$ cat src/rtl/mul_seq_pkg.sv
// rtl/mul_seq_pkg.sv - shared types and parameter helpers for the sequential multiplier
package mul_seq_pkg;

    localparam int DATA_W = 32;
    localparam int PROD_W = 64;

    typedef enum logic [1:0] {
        IDLE = 2'd0,
        RUN  = 2'd1,
        DONE = 2'd2
    } state_t;

    function automatic bit bpc_legal(input int bpc);
        return (bpc == 1) || (bpc == 2) || (bpc == 4) ||
               (bpc == 8) || (bpc == 16) || (bpc == 32);
    endfunction

    function automatic int nstep(input int bpc);
        return DATA_W / bpc;
    endfunction

    // NSTEP == 1 still needs a 1-bit counter so the register exists
    function automatic int cnt_width(input int bpc);
        return (nstep(bpc) > 1) ? $clog2(nstep(bpc)) : 1;
    endfunction

endpackage

$ cat src/rtl/mul_seq_ctrl_if.sv
// rtl/mul_seq_ctrl_if.sv - operand and result handshakes of the sequential multiplier
interface mul_seq_ctrl_if;
    logic        start_valid;
    logic        start_ready;
    logic [31:0] in1;
    logic [31:0] in2;
    logic        res_valid;
    logic        res_ready;
    logic [63:0] product;
    logic        busy;

    modport master (
        output start_valid, in1, in2, res_ready,
        input  start_ready, res_valid, product, busy
    );

    modport slave (
        input  start_valid, in1, in2, res_ready,
        output start_ready, res_valid, product, busy
    );
endinterface

$ cat src/rtl/mul_chunk_pp.sv
// rtl/mul_chunk_pp.sv - one cycle's slice of the partial-product array
module mul_chunk_pp
    import mul_seq_pkg::*;
#(
    parameter int BITS_PER_CYCLE = 4,
    parameter int IDX_W          = 3
) (
    input  logic [DATA_W-1:0]         a_i,
    input  logic [BITS_PER_CYCLE-1:0] b_chunk_i,
    input  logic [IDX_W-1:0]          idx_i,
    output logic [PROD_W-1:0]         pp_o
);

    logic [PROD_W-1:0] base;

    // Rows are bit-gated copies of the chunk-aligned multiplicand; carries past bit 63 drop
    always_comb begin
        base = {{(PROD_W-DATA_W){1'b0}}, a_i} << (int'(idx_i) * BITS_PER_CYCLE);
        pp_o = '0;
        for (int j = 0; j < BITS_PER_CYCLE; j++) begin
            if (b_chunk_i[j]) begin
                pp_o = pp_o + (base << j);
            end
        end
    end

endmodule

$ cat src/rtl/mul_seq_ctrl.sv
// rtl/mul_seq_ctrl.sv - multi-cycle 32x32 unsigned multiplier with valid/ready handshakes
module mul_seq_ctrl
    import mul_seq_pkg::*;
#(
    parameter int BITS_PER_CYCLE = 4
) (
    input  logic          clk,
    input  logic          rst_n,
    mul_seq_ctrl_if.slave bus
);

    localparam int NSTEP = nstep(BITS_PER_CYCLE);
    localparam int CNT_W = cnt_width(BITS_PER_CYCLE);

    generate
        if (!bpc_legal(BITS_PER_CYCLE)) begin : g_bad_bpc
            $error("mul_seq_ctrl: BITS_PER_CYCLE must be 1, 2, 4, 8, 16 or 32");
        end
    endgenerate

    state_t                    state_q;
    logic [CNT_W-1:0]          cnt_q;
    logic [DATA_W-1:0]         a_q;
    logic [DATA_W-1:0]         b_q;
    logic [PROD_W-1:0]         acc_q;
    logic [PROD_W-1:0]         acc_d;
    logic [PROD_W-1:0]         pp;
    logic [BITS_PER_CYCLE-1:0] b_chunk;
    logic                      start_ready_q;
    logic                      res_valid_q;
    logic                      busy_q;

    always_comb begin
        b_chunk = b_q[int'(cnt_q) * BITS_PER_CYCLE +: BITS_PER_CYCLE];
        acc_d   = acc_q + pp;
    end

    mul_chunk_pp #(
        .BITS_PER_CYCLE (BITS_PER_CYCLE),
        .IDX_W          (CNT_W)
    ) u_chunk (
        .a_i       (a_q),
        .b_chunk_i (b_chunk),
        .idx_i     (cnt_q),
        .pp_o      (pp)
    );

    // Handshake outputs are registered alongside the state so none depend on inputs
    always_ff @(posedge clk or negedge rst_n) begin
        if (!rst_n) begin
            state_q       <= IDLE;
            cnt_q         <= '0;
            a_q           <= '0;
            b_q           <= '0;
            acc_q         <= '0;
            start_ready_q <= 1'b1;
            res_valid_q   <= 1'b0;
            busy_q        <= 1'b0;
        end else begin
            case (state_q)
                IDLE: begin
                    if (bus.start_valid) begin
                        a_q           <= bus.in1;
                        b_q           <= bus.in2;
                        acc_q         <= '0;
                        cnt_q         <= '0;
                        state_q       <= RUN;
                        start_ready_q <= 1'b0;
                        busy_q        <= 1'b1;
                    end
                end
                RUN: begin
                    acc_q <= acc_d;
                    cnt_q <= cnt_q + 1'b1;
                    if (cnt_q == CNT_W'(NSTEP - 1)) begin
                        state_q     <= DONE;
                        res_valid_q <= 1'b1;
                    end
                end
                DONE: begin
                    if (bus.res_ready) begin
                        state_q       <= IDLE;
                        res_valid_q   <= 1'b0;
                        busy_q        <= 1'b0;
                        start_ready_q <= 1'b1;
                    end
                end
                default: begin
                    state_q       <= IDLE;
                    start_ready_q <= 1'b1;
                    res_valid_q   <= 1'b0;
                    busy_q        <= 1'b0;
                end
            endcase
        end
    end

    assign bus.start_ready = start_ready_q;
    assign bus.res_valid   = res_valid_q;
    assign bus.busy        = busy_q;
    assign bus.product     = acc_q;

endmodule

$ cat src/flat_wrapper.sv
// flat-port wrapper written by rule: the top's interface ports become plain ports
module mul_seq_ctrl_flat import mul_seq_pkg::*;
#(
    parameter int BITS_PER_CYCLE = 4
)
  (clk, rst_n, bus_start_valid, bus_in1, bus_in2, bus_res_ready, bus_start_ready, bus_res_valid, bus_product, bus_busy);
  mul_seq_ctrl_if bus_i ();
  input  logic clk;
  input  logic rst_n;
  input wire logic [$bits(bus_i.start_valid)-1:0] bus_start_valid;
  input wire logic [$bits(bus_i.in1)-1:0] bus_in1;
  input wire logic [$bits(bus_i.in2)-1:0] bus_in2;
  input wire logic [$bits(bus_i.res_ready)-1:0] bus_res_ready;
  output wire logic [$bits(bus_i.start_ready)-1:0] bus_start_ready;
  output wire logic [$bits(bus_i.res_valid)-1:0] bus_res_valid;
  output wire logic [$bits(bus_i.product)-1:0] bus_product;
  output wire logic [$bits(bus_i.busy)-1:0] bus_busy;
  assign bus_i.start_valid = bus_start_valid;
  assign bus_i.in1 = bus_in1;
  assign bus_i.in2 = bus_in2;
  assign bus_i.res_ready = bus_res_ready;
  assign bus_start_ready = bus_i.start_ready;
  assign bus_res_valid = bus_i.res_valid;
  assign bus_product = bus_i.product;
  assign bus_busy = bus_i.busy;
  mul_seq_ctrl #(.BITS_PER_CYCLE(BITS_PER_CYCLE)) u_core (.clk(clk), .rst_n(rst_n), .bus(bus_i));
endmodule
$ cat config.mk
export PLATFORM = sky130hd
export DESIGN_NAME = mul_seq_ctrl_flat
export DESIGN_NICKNAME = d
export VERILOG_FILES = /design/src/rtl/mul_seq_pkg.sv /design/src/rtl/mul_seq_ctrl_if.sv /design/src/rtl/mul_chunk_pp.sv /design/src/rtl/mul_seq_ctrl.sv /design/src/flat_wrapper.sv
export SDC_FILE = /design/constraint.sdc
export NUM_CORES = 1
export LEC_CHECK = 0
export CAP_MARGIN = 30
export CORE_MARGIN = 2
export CORE_UTILIZATION = 45
export DETAILED_ROUTE_END_ITERATION = 6
export PLACE_DENSITY = 0.6
export REMOVE_ABC_BUFFERS = 1
export SLEW_MARGIN = 20
export SYNTH_ARGS = -nofsm -noshare
export SYNTH_HDL_FRONTEND = slang
export SYNTH_HIERARCHICAL = 1
export SYNTH_SLANG_ARGS = --single-unit
$ cat constraint.sdc
create_clock -name clk -period 32.9 [get_ports clk]
set_clock_uncertainty 0.15 [all_clocks]
set_input_delay 8.225 -clock clk [delete_from_list [all_inputs] [get_ports clk]]
set_output_delay 8.225 -clock clk [all_outputs]
set_load 0.03 [all_outputs]
* Yosys cells after proc, flatten, opt, wreduce, memory -nomap -nowiden
Cells that the tools add are included.
Operators by class: add/subtract/negate cells 5, equality and inequality tests 6, shift operators 2, multiplexer cells 20, bitwise logic cells 2, reductions and logical operators 7
Operators by type and width (count):
- two-way mux 64 bit | 5
- adder 64 bit | 4
- one-hot mux 64 bit (2 select lines) | 1
- left shift 32 x 5 -> 64 bit | 1
- indexed part select 32 x 6 -> 4 bit | 1
- one-hot mux 1 bit (3 select lines) | 3
- AND reduction 3 bit | 3
- two-way mux 2 bit | 3
- one-hot mux 2 bit (3 select lines) | 1
- one-hot mux 3 bit (2 select lines) | 1
- two-way mux 1 bit | 5
- != test 2 bit, second input constant | 2
- AND reduction 2 bit | 2
- adder 3 x 1 -> 3 bit, second input constant | 1
- equality test 3 bit, second input constant | 1
- two-way mux 3 bit | 1
- equality test 2 x 1 -> 1 bit, second input constant | 1
- equality test 2 bit, second input constant | 1
- logical NOT 2 bit | 1
- != test 2 x 1 -> 1 bit, second input constant | 1
- NOT 1 bit | 2
- nonzero test 2 bit | 1
Storage, ports and cells: bits in registers 136, output and inout bits 67, logic and storage cells 50

* Longest topological paths before layout
Gate-level depths: netlist of the first run.
word-level depth 10, gate-level depth with buffers 62, mapped depth without buffers 53

* Cells and area by module
Netlist of the first run, hierarchy kept.
Modules (own cells, without submodules):
- mul_chunk_pp | instances 1, cells an instance 2276, area an instance 15172.1 µm², seq. area each 0.0 µm²
- mul_seq_ctrl | instances 1, cells an instance 928, area an instance 8998.6 µm², seq. area each 3404.5 µm²

* Worst setup path before layout of the first run
No wires, ideal clock.
kind flip-flop to flip-flop, start point reg u_core.cnt_q[0], end point reg u_core.acc_q[59] (netlist: u_core/bus.product[59]), data arrival time 11.320 ns, data required time 32.628 ns, path slack 21.308 ns, stages on the path, launching flop included 55, buffers on the path 7, path through dfrtp_1 -> clkbuf_1 -> mux4_2 -> mux2_2 -> clkbuf_1 -> clkbuf_1 -> buf_1 -> clkbuf_1 -> nand3_1 -> nor2_1 -> and2_1 -> ha_1 -> nor2b_1 -> o31a_1 -> o311a_1 -> or3_1 -> a41oi_2 -> a221o_1 -> [... 19 more ...] -> o41ai_1 -> a221oi_1 -> nor2b_1 -> o21a_1 -> nor2_1 -> xnor2_1 -> mux2_2 -> ha_1 -> clkbuf_1 -> and4_1 -> nand3_1 -> nor3_1 -> a2bb2oi_1 -> nand2_2 -> o31ai_4 -> a21oi_2 -> or3_1 -> a32o_1
On the way: word-level cells in the longest chain between the ends 10
Ends and longest elaborated chain:
- start, declared | line mul_seq_ctrl.sv:22 | logic [CNT_W-1:0] cnt_q;
- start signal, assigned | line mul_seq_ctrl.sv:74 | cnt_q <= cnt_q + 1'b1;
- indexed part select 32 x 6 -> 4 bit (*) | line mul_seq_ctrl.sv:34 | b_chunk = b_q[int'(cnt_q) * BITS_PER_CYCLE +: BITS_PER_CYCLE];
- via u_core.b_chunk[0] | line mul_seq_ctrl.sv:28 | logic [BITS_PER_CYCLE-1:0] b_chunk;
- two-way mux 64 bit (*) | line mul_chunk_pp.sv:21 | if (b_chunk_i[j]) begin
- adder 64 bit | line mul_chunk_pp.sv:22 | pp_o = pp_o + (base << j);
- two-way mux 64 bit (*) | line mul_chunk_pp.sv:21
- adder 64 bit | line mul_chunk_pp.sv:22
- two-way mux 64 bit (*) | line mul_chunk_pp.sv:21
- adder 64 bit | line mul_chunk_pp.sv:22
- two-way mux 64 bit (*) | line mul_chunk_pp.sv:21
- via u_core.pp[45] | line mul_seq_ctrl.sv:27 | logic [PROD_W-1:0] pp;
- adder 64 bit (*) | line mul_seq_ctrl.sv:35 | acc_d = acc_q + pp;
- one-hot mux 64 bit (2 select lines) (*) | line mul_seq_ctrl.sv:60 | case (state_q)
- end signal, assigned | line mul_seq_ctrl.sv:55 | acc_q <= '0;
- end signal, assigned | line mul_seq_ctrl.sv:65 | acc_q <= '0;
- end signal, assigned | line mul_seq_ctrl.sv:73 | acc_q <= acc_d;
- end, declared | line mul_seq_ctrl.sv:25 | logic [PROD_W-1:0] acc_q;
Mark *: on every way through the listed nets, which the timed path passes. The rest lies on a longest branch. A chain may end at the register's enable or synchronous reset.

* Worst setup path in the final report of the first run
start point reg u_core.cnt_q[0], end point reg u_core.acc_q[63] (netlist: u_core/bus.product[63])
The elaborated chain is that of the path after synthesis.

==> impl_results.md, run 1 <==
* Final TNS setup at 0 ns
* Die area at 0.05558 mm^2
* Status: finished clean
* Async set-reset flop share out of synthesis at 100.0%
* Worst relative slew slack at 31.02%
* Synth cell types at 118
* CORE AREA at 0.05287 mm^2
* Post-synthesis sequential area ratio at 14.09%
* Clock tree buffer depth at 2
* Mapped Area at 0.02417 mm^2
* DR pass1 iterations at 6
* Top FF cell, synth: dfrtp_1
* Diode count at 0
* WP data arrival at 13.31 ns
* Clk_lat worst skew at 0.50 ns
* CP Capture Type: flip-flop
* # rows at 84
* Layout area overhead at 9.359%
* FMAX at 76.62 MHz
* Die H at 235.8 um
* First-pass GRT wire length at 137100 um
* Port bufs at 134
* YS warnings at 6
* Crit path required time at 33.16 ns
* I/O pins at 135
* Cts bufs inserted at 17
* Number of post-CTS setup repair buffers at 0
* Clk sinks at 136
* Slowest cell on crit path: a2111oi_1
* Initial antenna violation count at 0
* Gr usage total at 31.29%
* Final RePlAce weighted congestion at 0.9777
* Setup violators final at 0
* H-tree levels at 4
* Syn avg cell area at 7.544 um^2
* Top-area cell type share of the netlist area at 13.98%
* Maxcap violations at 0
* Cts repair resizes at 0
* Crit Path Class: flip-flop to flip-flop
* Residual DRC at 0
* Final layout net count at 3510
* Synth area leader: dfrtp_1
* Starting Density at 45.72%
* Slowest cell delay on critical path at 0.89 ns
* Post-route ant nets at 0
* Post-DP HPWL at 70910 um
* Final wirelength at 89370 um
* # hold bufs at CTS at 0
* EDFF count, synth at 0
* RSZ-0062 raised after global routing: no
* Worst hold path class: flip-flop to flip-flop
* Share of layout cells above drive strength 1 at 9.318%
* Main area contributors after synthesis: dfrtp_1 14%, ha_1 13%, mux2_2 6.6%
* Wirelength per Cell at 22.93 um
* Post-synthesis register bit count at 136
* Grt total ovfl at 0
* Worst-path maximum fanout at 59
* Die width at 235.8 um
* Clock Pin Slew Worst Setup and Hold Paths at 0.07 ns
* Vias/cell at 6.410
* Vias in the first global route at 23390
* CTS root buf: clkbuf_16
* CTS tree: yes
* Pins over their slew limit at 0
* Startpoint types: flip-flop
* Part of the cycle the worst path needs at 39.67%
* Initial DRC Count at 2800
* Slew @ Worst Pin at 1.032 ns
* Tmin final at 13.05 ns
* Vias at 24980
* Synth Instances at 3204
* Largest net degree at the start of global routing at 80
* Hold Vio Cnt, Final at 0
logic make-up (layout without fill, tap and decap cells):
family | after synthesis | in the layout | synth area share (%)
mux | 210 | 210 | 10.28
xor+xnor | 199 | 199 | 7.211
fa+ha+maj | 248 | 248 | 12.94
simple gates | 987 | 987 | 19.76
flops | 136 | 136 | 14.09
buf+inv | 305 | 310 | 5.052
compound gates | 1119 | 1119 | 30.67
cells in the final DEF (no fill, tap or decap), drive strengths merged, types with 78 or more instances in the layout:
cell / synthesis / routed
xnor2: 122 / 122
dfrtp: 135 / 135
nand2: 331 / 331
ha: 242 / 242
o21ai: 239 / 239
nand3: 78 / 78
clkdlybuf4s50: 0 / 133
a21oi: 307 / 307
a21o: 162 / 162
mux2: 143 / 143
nor2: 214 / 214
inv: 114 / 122
sequential cells by signal, indices dropped and copies added (netlist names):
| register | count |
|---|---|
| u_core/a_q | 32 |
| u_core/b_q | 32 |
| u_core/bus.busy | 1 |
| u_core/bus.product | 64 |
| u_core/bus.res_valid | 1 |
| u_core/bus.start_ready | 1 |
| u_core/cnt_q | 3 |
| u_core/state_q | 2 |
synth_stat cells (17+ instances only):
master and instances:
xnor2_1 122, nor2b_1 32, dfrtp_1 135, o21ai_0 216, a211oi_1 26, nor3_1 53, o21bai_1 53, and3_1 39
o21a_1 50, and2_1 44, a21oi_1 302, a31oi_1 25, nand4_1 68, nor2_1 213, xor2_1 77, o22ai_1 17
ha_1 242, o31ai_1 24, mux2i_1 50, clkbuf_1 155, o211ai_1 22, mux2_2 142, inv_1 111, o21ai_1 19
nand2b_1 35, nand3_1 78, a21o_1 161, nand2_1 329, or2_2 18
through the flow:
stage	utilization, %	cells	cell area (um^2)	hold slack, ns	setup WS [ns]
finish	50.00	3897	26430	0.3383	19.85
global route	50.00	3897	26430	0.3644	19.11
CTS	49.94	3894	26400	0.3473	20.08
detailed placement	48.82	3862	25810	0.3379	20.13
global placement	48.82	3862	25810	0.3253	20.01
floorplan	-	3014	23380	0.3254	18.33
layout make-up:
type	count	area, um^2
inverters	115	431.7
multi-input cells	2763	19570
well taps	688	860.8
clock inverters	14	153.9
repair buffers	163	1568
clock buffers	18	439.2
fillers	5261	26430
flip-flops and latches	136	3413
routing by layer:
layer / GRT usage, % / vias to the layer above / wire [um]
met2: 45.98 / 1115 / 37230
met4: 10.77 / 0 / 2754
li1: - / 11880 / -
met3: 3.928 / 132 / 6302
met5: 0 / - / 0
met1: 46.64 / 11860 / 43090
worst max-delay path, delay by kind of cell (launching register included):
kind	cells	cell delay, ns
AO/OA/AOI/OAI	23	5.62
XOR/XNOR	3	0.29
adder cells (fa/ha/maj)	5	1.49
buffers and inverters	3	1.36
flip-flops	1	0.51
multiplexers	6	1.57
AND/OR/NAND/NOR	9	1.91
path summary, 6_finish.rpt:
kind / start / end / slack, ns / cells after the start
worst max-delay path: u_core/cnt_q[0]$_DFFE_PN0P_ / u_core/bus.product[63]$_DFFE_PN0P_ / 19.85 / 49
worst min-delay path: u_core/bus.product[63]$_DFFE_PN0P_ / u_core/bus.product[63]$_DFFE_PN0P_ / 0.34 / 1
worst max register to register: u_core/cnt_q[0]$_DFFE_PN0P_ / u_core/bus.product[63]$_DFFE_PN0P_ / 19.85 / 49
worst min register to register: u_core/bus.product[63]$_DFFE_PN0P_ / u_core/bus.product[63]$_DFFE_PN0P_ / 0.34 / 1
max in group asynchronous: rst_n / u_core/bus.start_ready$_DFFE_PN1P_ / 23.71 / 3
min in group asynchronous: rst_n / u_core/bus.product[7]$_DFFE_PN0P_ / 7.61 / 1
Power of run 1 is not shown: default switching activity piles up to over one toggle a cycle in this logic, so the estimate is an artifact.
==> run 2: changes to the inputs <==
--- a/config.mk
+++ b/config.mk
@@ -9,7 +9,7 @@
 export CORE_MARGIN = 2
 export CORE_UTILIZATION = 45
 export DETAILED_ROUTE_END_ITERATION = 6
-export PLACE_DENSITY = 0.6
+export PLACE_DENSITY = 0.62
 export REMOVE_ABC_BUFFERS = 1
 export SLEW_MARGIN = 20
 export SYNTH_ARGS = -nofsm -noshare
==> constraint.sdc (replaced) <==
create_clock -name clk -period 11.06 [get_ports clk]
set_clock_uncertainty 0.15 [all_clocks]
set_input_delay 2.765 -clock clk [delete_from_list [all_inputs] [get_ports clk]]
set_output_delay 2.765 -clock clk [all_outputs]
set_load 0.03 [all_outputs]
==> run 2 against run 1 <==
Net effect: the flow now finishes with violations (DRC); cell count rose by 16%; non-clock buffer count rose by 617; sequential cell count did not move; via count rose by 11%; design area rose by 20%; sequential share of layout area fell by 2.2 points; fmax rose by 22%; critical path type unchanged; critical endpoint is now u_core/bus.product[59]$_DFFE_PN0P_; largest cell class unchanged.
==> impl_results.md, run 2 (synthesized netlist as in run 1, its figures left out) <==
* Initial DRC Count at 2907 (+3.8%)
* Die area at 0.05558 mm^2 (unchanged)
* Failing checks: DRC
* Cts bufs inserted at 17 (unchanged)
* Vias in the first global route at 26190 (+12%)
* Post-route ant nets at 0 (unchanged)
* Final RePlAce weighted congestion at 1.008 (+3.0%)
* Max reg flops at 64 (unchanged)
* Finished Core Util at 60.22% (+10 points)
* Part of the cycle the worst path needs at 96.64% (+57 points)
* WP data arrival at 10.92 ns (-2.39 ns)
* Slowest cell delay on critical path at 0.49 ns (-0.40 ns)
* Residual DRC at 2 (+2)
* Clock Pin Slew Worst Setup and Hold Paths at 0.07 ns (about the same)
* CORE AREA at 0.05287 mm^2 (unchanged)
* Fill cells at 4921 (-6.5%)
* Hold Vio Cnt, Final at 0 (unchanged)
* Clock tree buffer depth at 2 (unchanged)
* Die H at 235.8 um (unchanged)
* Share of layout cells above drive strength 1 at 26.82% (+17 points)
* Pins over their slew limit at 0 (unchanged)
* Slew @ Worst Pin at 0.9151 ns (-0.1170 ns)
* Vias at 27740 (+11%)
* Starting Density at 45.72% (unchanged)
* Worst R2R Start: u_core/cnt_q[0]$_DFFE_PN0P_
* Most frequent cells in the layout: 637 x buf_4, 325 x nand2_1, 273 x a21oi_1
* Final TNS setup at 0 ns (unchanged)
* Startpoint types: flip-flop
* Final layout net count at 4127 (+18%)
* Diode count at 0 (unchanged)
* Worst hold path class: flip-flop to flip-flop
* RR Endpoint: u_core/bus.product[59]$_DFFE_PN0P_
* First-pass GRT wire length at 149200 um (+8.9%)
* Vias/cell at 6.145 (-4.1%)
* Final wirelength at 98260 um (+9.9%)
* Port bufs at 134 (unchanged)
* Post-DP HPWL at 78450 um (+11%)
* Setup violators final at 0 (unchanged)
* FMAX at 93.56 MHz (+22%)
* Clk_lat worst skew at 0.50 ns (about the same)
* CP dominant cell by count: a21o_1
* CTS root buf: clkbuf_16
* # hold bufs at CTS at 0 (unchanged)
* Worst setup path start: u_core/cnt_q[0]$_DFFE_PN0P_
* Layout area overhead at 31.72%
* Initial antenna violation count at 0 (unchanged)
* Maxcap violations at 0 (unchanged)
* Worst relative slew slack at 38.85% (+7.8 points)
* H-tree levels at 4 (unchanged)
* DR pass1 iterations at 7 (+1)
* R2R cell count at 52 (+6.1%)
* Crit path required time at 11.29 ns (-21.87 ns)
* Die width at 235.8 um (unchanged)
* CTS tree: yes
* # rows at 84 (unchanged)
* Status: finished, violations left
* Post-Place Cell Area at 0.03026 mm^2 (+17%)
* Most common cell after layout, fill and taps aside: buf_4
* Wirelength per Cell at 21.77 um (-5.1%)
* Flop2flop setup slack at 0.37 ns (-19.48 ns)
* Fin area at 0.03184 mm^2 (+20%)
* I/O pins at 135 (unchanged)
* Crit Path Class: flip-flop to flip-flop
* Setup crit end: u_core/bus.product[59]$_DFFE_PN0P_
* Tmin final at 10.69 ns (-2.363 ns)
* Gr usage total at 34.01% (+2.7 points)
* Worst-path maximum fanout at 5 (-92%)
* CP Capture Type: flip-flop
* Clk sinks at 136 (unchanged)
* Slowest cell on crit path: mux4_2
* Grt total ovfl at 0 (unchanged)
* Largest net degree at the start of global routing at 81 (+1.3%)
[run 2: routing by layer]
layer  vias up  GRT usage [%]  wire length, um
met4         0          11.64             3194
li1      13110              -                -
met3       170          4.843             7579
met5         -              0                0
met1     13240          50.19            46330
met2      1215          50.21            41150
[run 2: final cells by class]
type / instances / area, um^2 / area share (%)
clock buffers: 17 / 425.4 / 1.336
clock inverters: 15 / 175.2 / 0.5502
inverters: 115 / 434.2 / 1.364
multi-input cells: 2763 / 20250 / 63.60
flip-flops and latches: 136 / 3413 / 10.72
well taps: 688 / 860.8 / 2.704
repair buffers: 780 / 6281 / 19.73
[run 2: worst min path at each step]
stage,from,endpoint,slack (ns),cells after the start
CTS,u_core/bus.product[63]$_DFFE_PN0P_,u_core/bus.product[63]$_DFFE_PN0P_,0.34,1
global placement,u_core/bus.product[63]$_DFFE_PN0P_,u_core/bus.product[63]$_DFFE_PN0P_,0.33,1
finish,u_core/bus.product[63]$_DFFE_PN0P_,u_core/bus.product[63]$_DFFE_PN0P_,0.34,1
floorplan,u_core/b_q[10]$_DFFE_PN0P_,u_core/b_q[10]$_DFFE_PN0P_,0.33,1
detailed placement,u_core/bus.product[63]$_DFFE_PN0P_,u_core/bus.product[63]$_DFFE_PN0P_,0.33,1
global route,u_core/b_q[25]$_DFFE_PN0P_,u_core/b_q[25]$_DFFE_PN0P_,0.37,1
[run 2: worst max-delay path, delay by kind of cell, from the launching register on]
| kind | cells | cell delay, ns |
|---|---|---|
| xor gates and xnor gates | 3 | 0.29 |
| AOI/OAI and AO/OA | 24 | 4.91 |
| muxes | 4 | 1.42 |
| buffers and inverters | 4 | 0.55 |
| DFF | 1 | 0.44 |
| and+or+nand+nor | 13 | 1.89 |
| adders and majority gates | 4 | 0.90 |
[run 2: per-stage QoR]
| step | instances | worst slack (ns) | hold WS (ns) |
|---|---|---|---|
| finish | 4514 | 0.3717 | 0.3359 |
| global placement | 4450 | -0.04020 | 0.3270 |
| CTS | 4483 | 0.0008393 | 0.3393 |
| floorplan | 3014 | -1.124 | 0.3254 |
| detailed placement | 4451 | -0.06658 | 0.3285 |
| global route | 4514 | -0.05566 | 0.3655 |
[run 2: timing repair]
action                                  in CTS  in global routing
endpoints found under the setup margin       8                 25
pin swaps                                    0                 78
resized for setup                           12                159
buffers inserted                             0                 29
gates cloned                                 0                  1
Power of run 2 is left out for the same reason.
